--- src/rtl/gcd_pkg.sv ---
// Shared definitions for the GCD core and its operand feeder.
// Holds the datapath width and the feeder state encoding.
package gcd_pkg;

  localparam int GCD_WIDTH = 16;

  typedef enum logic [2:0] {
    IDLE  = 3'd0,
    REQ_A = 3'd1,
    REL_A = 3'd2,
    REQ_B = 3'd3,
    OUT   = 3'd4
  } feeder_state_t;

endpackage

--- src/rtl/gcd_timeout_cnt.sv ---
// Watchdog for a single core acknowledge wait.
// expired is high in the TIMEOUT-th enabled cycle after the last clear.
module gcd_timeout_cnt #(
  parameter int TIMEOUT = 262143
) (
  input  logic clk,
  input  logic reset,
  input  logic clear,
  input  logic enable,
  output logic expired
);

  localparam int W = $clog2(TIMEOUT + 1);
  localparam logic [W-1:0] LAST = W'(TIMEOUT - 1);

  logic [W-1:0] cnt_q;
  logic [W-1:0] cnt_d;

  // Saturates at LAST so a stalled wait keeps reporting expiry instead of wrapping.
  always_comb begin
    cnt_d = cnt_q;
    if (clear) begin
      cnt_d = '0;
    end else if (enable && (cnt_q != LAST)) begin
      cnt_d = cnt_q + 1'b1;
    end
  end

  always_ff @(posedge clk or negedge reset) begin
    if (!reset) begin
      cnt_q <= '0;
    end else begin
      cnt_q <= cnt_d;
    end
  end

  assign expired = enable && (cnt_q == LAST);

endmodule

--- src/rtl/gcd_feeder.sv ---
// Serialises an (A, B) operand pair onto the GCD core's req/ack bus and
// returns the result on a valid/ready port; zero operands bypass the core.
module gcd_feeder
  import gcd_pkg::*;
#(
  parameter int REQ_HOLD = 2,
  parameter int TIMEOUT  = 262143
) (
  input  logic                 clk,
  input  logic                 reset,
  input  logic                 in_valid,
  output logic                 in_ready,
  input  logic [GCD_WIDTH-1:0] in_a,
  input  logic [GCD_WIDTH-1:0] in_b,
  output logic                 out_valid,
  input  logic                 out_ready,
  output logic [GCD_WIDTH-1:0] out_c,
  output logic                 out_err,
  output logic                 gcd_req,
  output logic [GCD_WIDTH-1:0] gcd_ab,
  input  logic                 gcd_ack,
  input  logic [GCD_WIDTH-1:0] gcd_c
);

  localparam int HW = $clog2(REQ_HOLD + 1);
  localparam logic [HW-1:0] HOLD_LAST = HW'(REQ_HOLD - 1);

  feeder_state_t        state_q, state_d;
  logic [GCD_WIDTH-1:0] a_q, a_d;
  logic [GCD_WIDTH-1:0] b_q, b_d;
  logic [GCD_WIDTH-1:0] c_q, c_d;
  logic                 err_q, err_d;
  logic [HW-1:0]        hold_q, hold_d;

  logic timer_clear;
  logic timer_en;
  logic timer_expired;

  gcd_timeout_cnt #(.TIMEOUT(TIMEOUT)) u_timeout (
    .clk     (clk),
    .reset   (reset),
    .clear   (timer_clear),
    .enable  (timer_en),
    .expired (timer_expired)
  );

  assign timer_en = (state_q == REL_A) || (state_q == REQ_B);

  // Both ports: a transfer happens on the rising edge where valid and ready
  // are both 1; valid and its payload stay stable until that edge.
  always_comb begin
    state_d     = state_q;
    a_d         = a_q;
    b_d         = b_q;
    c_d         = c_q;
    err_d       = err_q;
    hold_d      = hold_q;
    timer_clear = 1'b0;
    case (state_q)
      IDLE: begin
        hold_d = '0;
        if (in_valid) begin
          a_d = in_a;
          b_d = in_b;
          // The subtractive core never terminates on a zero operand.
          if ((in_a == '0) || (in_b == '0)) begin
            c_d     = in_a | in_b;
            err_d   = 1'b0;
            state_d = OUT;
          end else begin
            state_d = REQ_A;
          end
        end
      end
      REQ_A: begin
        if (hold_q == HOLD_LAST) begin
          timer_clear = 1'b1;
          state_d     = REL_A;
        end else begin
          hold_d = hold_q + 1'b1;
        end
      end
      REL_A: begin
        if (gcd_ack) begin
          timer_clear = 1'b1;
          state_d     = REQ_B;
        end else if (timer_expired) begin
          c_d     = '0;
          err_d   = 1'b1;
          state_d = OUT;
        end
      end
      REQ_B: begin
        // An ack in the expiry cycle still delivers a valid result.
        if (gcd_ack) begin
          c_d     = gcd_c;
          err_d   = 1'b0;
          state_d = OUT;
        end else if (timer_expired) begin
          c_d     = '0;
          err_d   = 1'b1;
          state_d = OUT;
        end
      end
      OUT: begin
        if (out_ready) begin
          state_d = IDLE;
        end
      end
      default: state_d = IDLE;
    endcase
  end

  always_ff @(posedge clk or negedge reset) begin
    if (!reset) begin
      state_q <= IDLE;
      a_q     <= '0;
      b_q     <= '0;
      c_q     <= '0;
      err_q   <= 1'b0;
      hold_q  <= '0;
    end else begin
      state_q <= state_d;
      a_q     <= a_d;
      b_q     <= b_d;
      c_q     <= c_d;
      err_q   <= err_d;
      hold_q  <= hold_d;
    end
  end

  assign in_ready  = (state_q == IDLE);
  assign out_valid = (state_q == OUT);
  assign out_c     = c_q;
  assign out_err   = err_q;
  assign gcd_req   = (state_q == REQ_A) || (state_q == REQ_B);
  assign gcd_ab    = ((state_q == REQ_A) || (state_q == REL_A)) ? a_q :
                     (state_q == REQ_B) ? b_q : '0;

endmodule

--- config.mk ---
export PLATFORM = sky130hd
export DESIGN_NAME = gcd_feeder
export DESIGN_NICKNAME = d
export VERILOG_FILES = /design/src/rtl/gcd_pkg.sv /design/src/rtl/gcd_timeout_cnt.sv /design/src/rtl/gcd_feeder.sv
export SDC_FILE = /design/constraint.sdc
export NUM_CORES = 1
export LEC_CHECK = 0
export ABC_CLOCK_PERIOD_IN_PS = 1900
export BUFFER_PORTS_ARGS = -buffer_cell sky130_fd_sc_hd__buf_2
export CELL_PAD_IN_SITES_DETAIL_PLACEMENT = 1
export CELL_PAD_IN_SITES_GLOBAL_PLACEMENT = 1
export CORE_ASPECT_RATIO = 2
export CORE_MARGIN = 5
export CORE_UTILIZATION = 38
export CTS_BUF_LIST = sky130_fd_sc_hd__clkbuf_8
export CTS_CLUSTER_DIAMETER = 40
export DETAILED_ROUTE_END_ITERATION = 12
export PLACE_DENSITY = 0.89
export SETUP_SLACK_MARGIN = 0.2
export SLEW_MARGIN = 40
export SYNTH_ARGS = -nofsm -noshare
export SYNTH_HDL_FRONTEND = slang
export SYNTH_SLANG_ARGS = --single-unit
--- constraint.sdc ---
create_clock -name clk -period 1.9 [get_ports clk]
set_input_delay 0.19 -clock clk [delete_from_list [all_inputs] [get_ports clk]]
set_output_delay 0.19 -clock clk [all_outputs]
set_load 0.02 [all_outputs]
==> results list <==
- The flow ran to the end, but the final reports show violations.
- Violations in the final reports: negative setup slack
- Vias per cell: around 6.3
- Critical-path cell with the highest stage delay: dfrtp_2
- The total area inside the core boundary comes to 9450 sq um.
- Count of boundary I/O pins: between 80 and 90
- Htree depth: 3
- For this run, global-route usage on met2 was measured as 0.502.
- The detailed router finished its first iteration with 300 violations.
* Finished Layout Cells: between 600 and 700
- Die width: 79.5 um
* Timing-limited maximum frequency: 483 MHz
* Detailed-route wire length: ~19,000 um
* Synth-to-Final Area Change: 54.8%
- Die area: ~12,000 sq um
- STA classifies the critical path endpoint as an output pin.
* Number of iterations in the first detailed-routing pass: 5
* Die height: 149 um
* Largest incremental delay on the critical path: around 470 ps
* Clk slew on worst S/H paths: around 90 ps
* Mapped Nets: 421
- The number of antenna violations at the first check in global routing was 0.
* Critical path fanouts, max: 8
- Count of synthesis-stage warnings from yosys: 0
- The cell area that synthesis handed to floorplanning was between 3000 and 4000 sq um.
- For the pin with the worst max-slew slack, the measured transition is ~670 ps.
- Startpoint of the worst hold path: out_ready
* Worst reg2reg path depth: 6
- Overall power after layout: between 10 and 15 mW
- The number of antenna diodes in the final layout is 0.
- In this run the critical register-to-register path is launched from u_timeout.cnt_q[6]$_DFFE_PN0P_.
- Proportion of synthesized chip area in sequential cells: 0.490
* Gpl congestion: 0.883
- Path type of the worst min-delay path: input pin to register
* GRT Max-Usage Layer: met2
* Tot GR Track Use: 0.266
- After layout, the minimum clock period comes to 2070 ps.
* Drt drc: 0
- Worst setup skew after layout: approximately 21 ps
* Met1 Usage GRT: 0.249
- Later-pin clock latency in the skew report: around 370 ps
- The worst-case IR drop observed on VDD is about 0.00077 V.
- IO buf count: slightly below 90
* RR Endpoint: u_timeout.cnt_q[0]$_DFFE_PN0P_
* Vias in the first global route: 4,153
- Instance count after placement with tap cells included: between 500 and 600
- Final setup violating endpoints: 23
- CP Data Arrival Time: 1880 ps
- Count of cell types in the netlist: 47
- Across the run, the number of max-cap violations was 0.
- Cell with the most instances on the worst path: buf_6
- In the final design database the tool counted 550 nets.
- Once detailed placement completed, the half-perimeter wirelength came to a little under 10,000 um.
- dfrtp_1 takes more of the synthesized area than any other cell.
- The initial utilization of the core area, before any placement, comes to 0.389.
* Global-route wire length before repair: 23,500 um
- The most critical setup path has its endpoint at gcd_ab[6].
- The share of synthesized area in the top cell type comes to 0.490.
- Setup slack, reg-to-reg: -60 ps
- Ranked by total cell area, the synthesized netlist is headed by dfrtp_1 (49%), mux2_2 (9.8%), nor2_1 (6.0%).
- Maximum root-to-sink buffer count: 2
* Clock sink count: 72
- In this run the tightest slew margin relative to its limit is 0.548.
* Largest net degree at the start of global routing: 73
- The root buffer cell chosen for the clock tree is clkbuf_8.
* Row count: 50
- The cell count after synthesis came out at 365.
- Post-layout worst setup margin: -172 ps
- For this design the static power due to leakage is 2.48 nW.
- Number of vias in the routed layout: approximately 4.0k
- Final antenna-violating net count: 0
* Synthesized area divided by synthesized cell count: 10.1 sq um
- The critical path starts at state_q[0]$_DFFE_PN0P_.
- Total Negative Setup Slacks: -1830 ps
- In the final layout, the share of cells above drive strength 1 is 0.553.
- TritonCTS built the clock tree.
- In this run the power density over the cells is 1850 nW/um^2.
- For met3 alone, demand over resource in global routing was 0.0508.
- RSZ-0062 raised after global routing: true
- The critical path goes through buf_6 -> buf_6 -> and2_4 -> buf_6 -> a22oi_2 -> nor2_2 -> buf_6.
- The final number of max-transition violations was 0.
- Dividing the final minimum period by the clock period gives 1.09.
- Critical setup path kind: register to output pin
* Worst setup slack before clock tree synthesis: -40.5 ps
- Total count of hold-check failures in the final report: 0
* Leftover overflow at the end of global routing: 0
* TritonCTS buffer count: 9
- Register bit total from synthesis: 72
* CP Launch Type: register
- At the worst endpoint, the required time is around 1700 ps.
- In the final routed layout, each cell accounts on average for slightly above 30 um.
how the worst min path moves through the flow:
| stage | endpoint | slack [ps] | cells past startpoint |
|---|---|---|---|
| 2_1_floorplan | a_q[0]$_DFFE_PN0P_ | -110 | 0 |
| 3_3_place_gp | a_q[10]$_DFFE_PN0P_ | 240 | 2 |
| 3_5_place_dp | a_q[5]$_DFFE_PN0P_ | 260 | 2 |
| 4_1_cts | state_q[2]$_DFFE_PN0P_ | 30 | 2 |
| 5_1_grt | state_q[2]$_DFFE_PN0P_ | 80 | 2 |
| 6_report | state_q[2]$_DFFE_PN0P_ | 70 | 2 |
synthesized netlist by cell type, drive strengths merged:
cell type  instances
dfrtp             72
nor2              59
mux2              33
a21oi             28
o21ai             17
a22oi             16
o2bb2ai           16
buf               13
nand2             12
nor4              10
nand4              9
clkbuf             8
or3                8
inv                7
nand3              7
and3               5
xor2               5
o211ai             4
or4                4
and2               3
ha                 3
xnor2              3
a31o               2
a31oi              2
and4               2
nand2b             2
nor3               2
a21boi             1
a21o               1
a311oi             1
and3b              1
nand3b             1
nor2b              1
o21a               1
o21bai             1
o22a               1
o22ai              1
o31a               1
or2                1
or3b               1
layout make-up:
type,count,area [sq um]
clock buffers,9,124
flip-flops and latches,72,1810
fillers,976,3760
multi-input cells,265,2360
well taps,130,163
inverters,7,26.3
repair buffers,139,1130
clock inverters,7,73.8
metrics by stage:
stage / area, sq um / utilization / hold slack, ps
detailed placement: 4420 / 0.468 / 256
CTS: 5220 / 0.552 / 34.9
finish: 5690 / 0.602 / 71.5
floorplan: 3760 / - / -106
global route: 5690 / 0.602 / 79.6
global placement: 4420 / 0.468 / 241
power by group:
part / leakage, nW / switching, mW / internal, mW / total (mW)
Combinational: 1.50 / 3.37 / 3.11 / 6.48
Sequential: 0.886 / 0.618 / 2.15 / 2.77
Clock: 0.0928 / 0.680 / 0.606 / 1.29
Total: 2.48 / 4.67 / 5.87 / 10.5
worst max-delay path, delay by kind of cell (launching register included):
kind	cells	cell delay (ps)
AOI/OAI and AO/OA	1	240
and+or+nand+nor	2	230
DFF	1	470
buffers and inverters	4	560
state kept, by name, summed over array words and instances, names as in the netlist:
register	cells
out_c	16
a_q	16
state_q	3
out_err	1
hold_q	2
b_q	16
u_timeout.cnt_q	18
cells by family after synthesis:
group                    after synthesis  share of synthesized area
AND/OR/NAND/NOR                      128                      0.176
AO/OA/AOI/OAI                         93                      0.169
flip-flops                            72                      0.490
multiplexers                          33                      0.101
buffers and inverters                 28                     0.0347
XOR/XNOR                               8                     0.0191
adder cells (fa/ha/maj)                3                     0.0102
cells in the final DEF (no fill, tap or decap), types with 5 or more instances in the layout:
| cell | instances |
|---|---|
| a21oi_1 | 21 |
| a21oi_2 | 7 |
| a22oi_2 | 16 |
| buf_12 | 6 |
| buf_2 | 70 |
| buf_4 | 30 |
| buf_6 | 25 |
| clkbuf_8 | 9 |
| dfrtp_1 | 67 |
| dfrtp_2 | 5 |
| inv_1 | 7 |
| mux2_4 | 32 |
| nand2_1 | 10 |
| nand4_1 | 8 |
| nor2_1 | 46 |
| nor2_2 | 12 |
| nor4_1 | 10 |
| o21ai_0 | 9 |
| o2bb2ai_1 | 7 |
| o2bb2ai_4 | 5 |
layer usage:
| metal | vias up | share of wire |
|---|---|---|
| li1 | 1594 | - |
| met5 | - | 0 |
| met4 | 0 | 0.085 |
| met2 | 222 | 0.54 |
| met3 | 103 | 0.058 |
| met1 | 2039 | 0.32 |
timing repair:
| action | CTS | global route |
|---|---|---|
| hold buffers | 1 | 0 |
| gates cloned | 1 | 4 |
| setup endpoints to repair | 53 | 88 |
| pin swaps | 33 | 32 |
| gates resized for setup | 115 | 62 |
| hold endpoints to repair | 72 | 0 |
| buffers inserted | 15 | 10 |
Power figures use the tool's default switching activity.
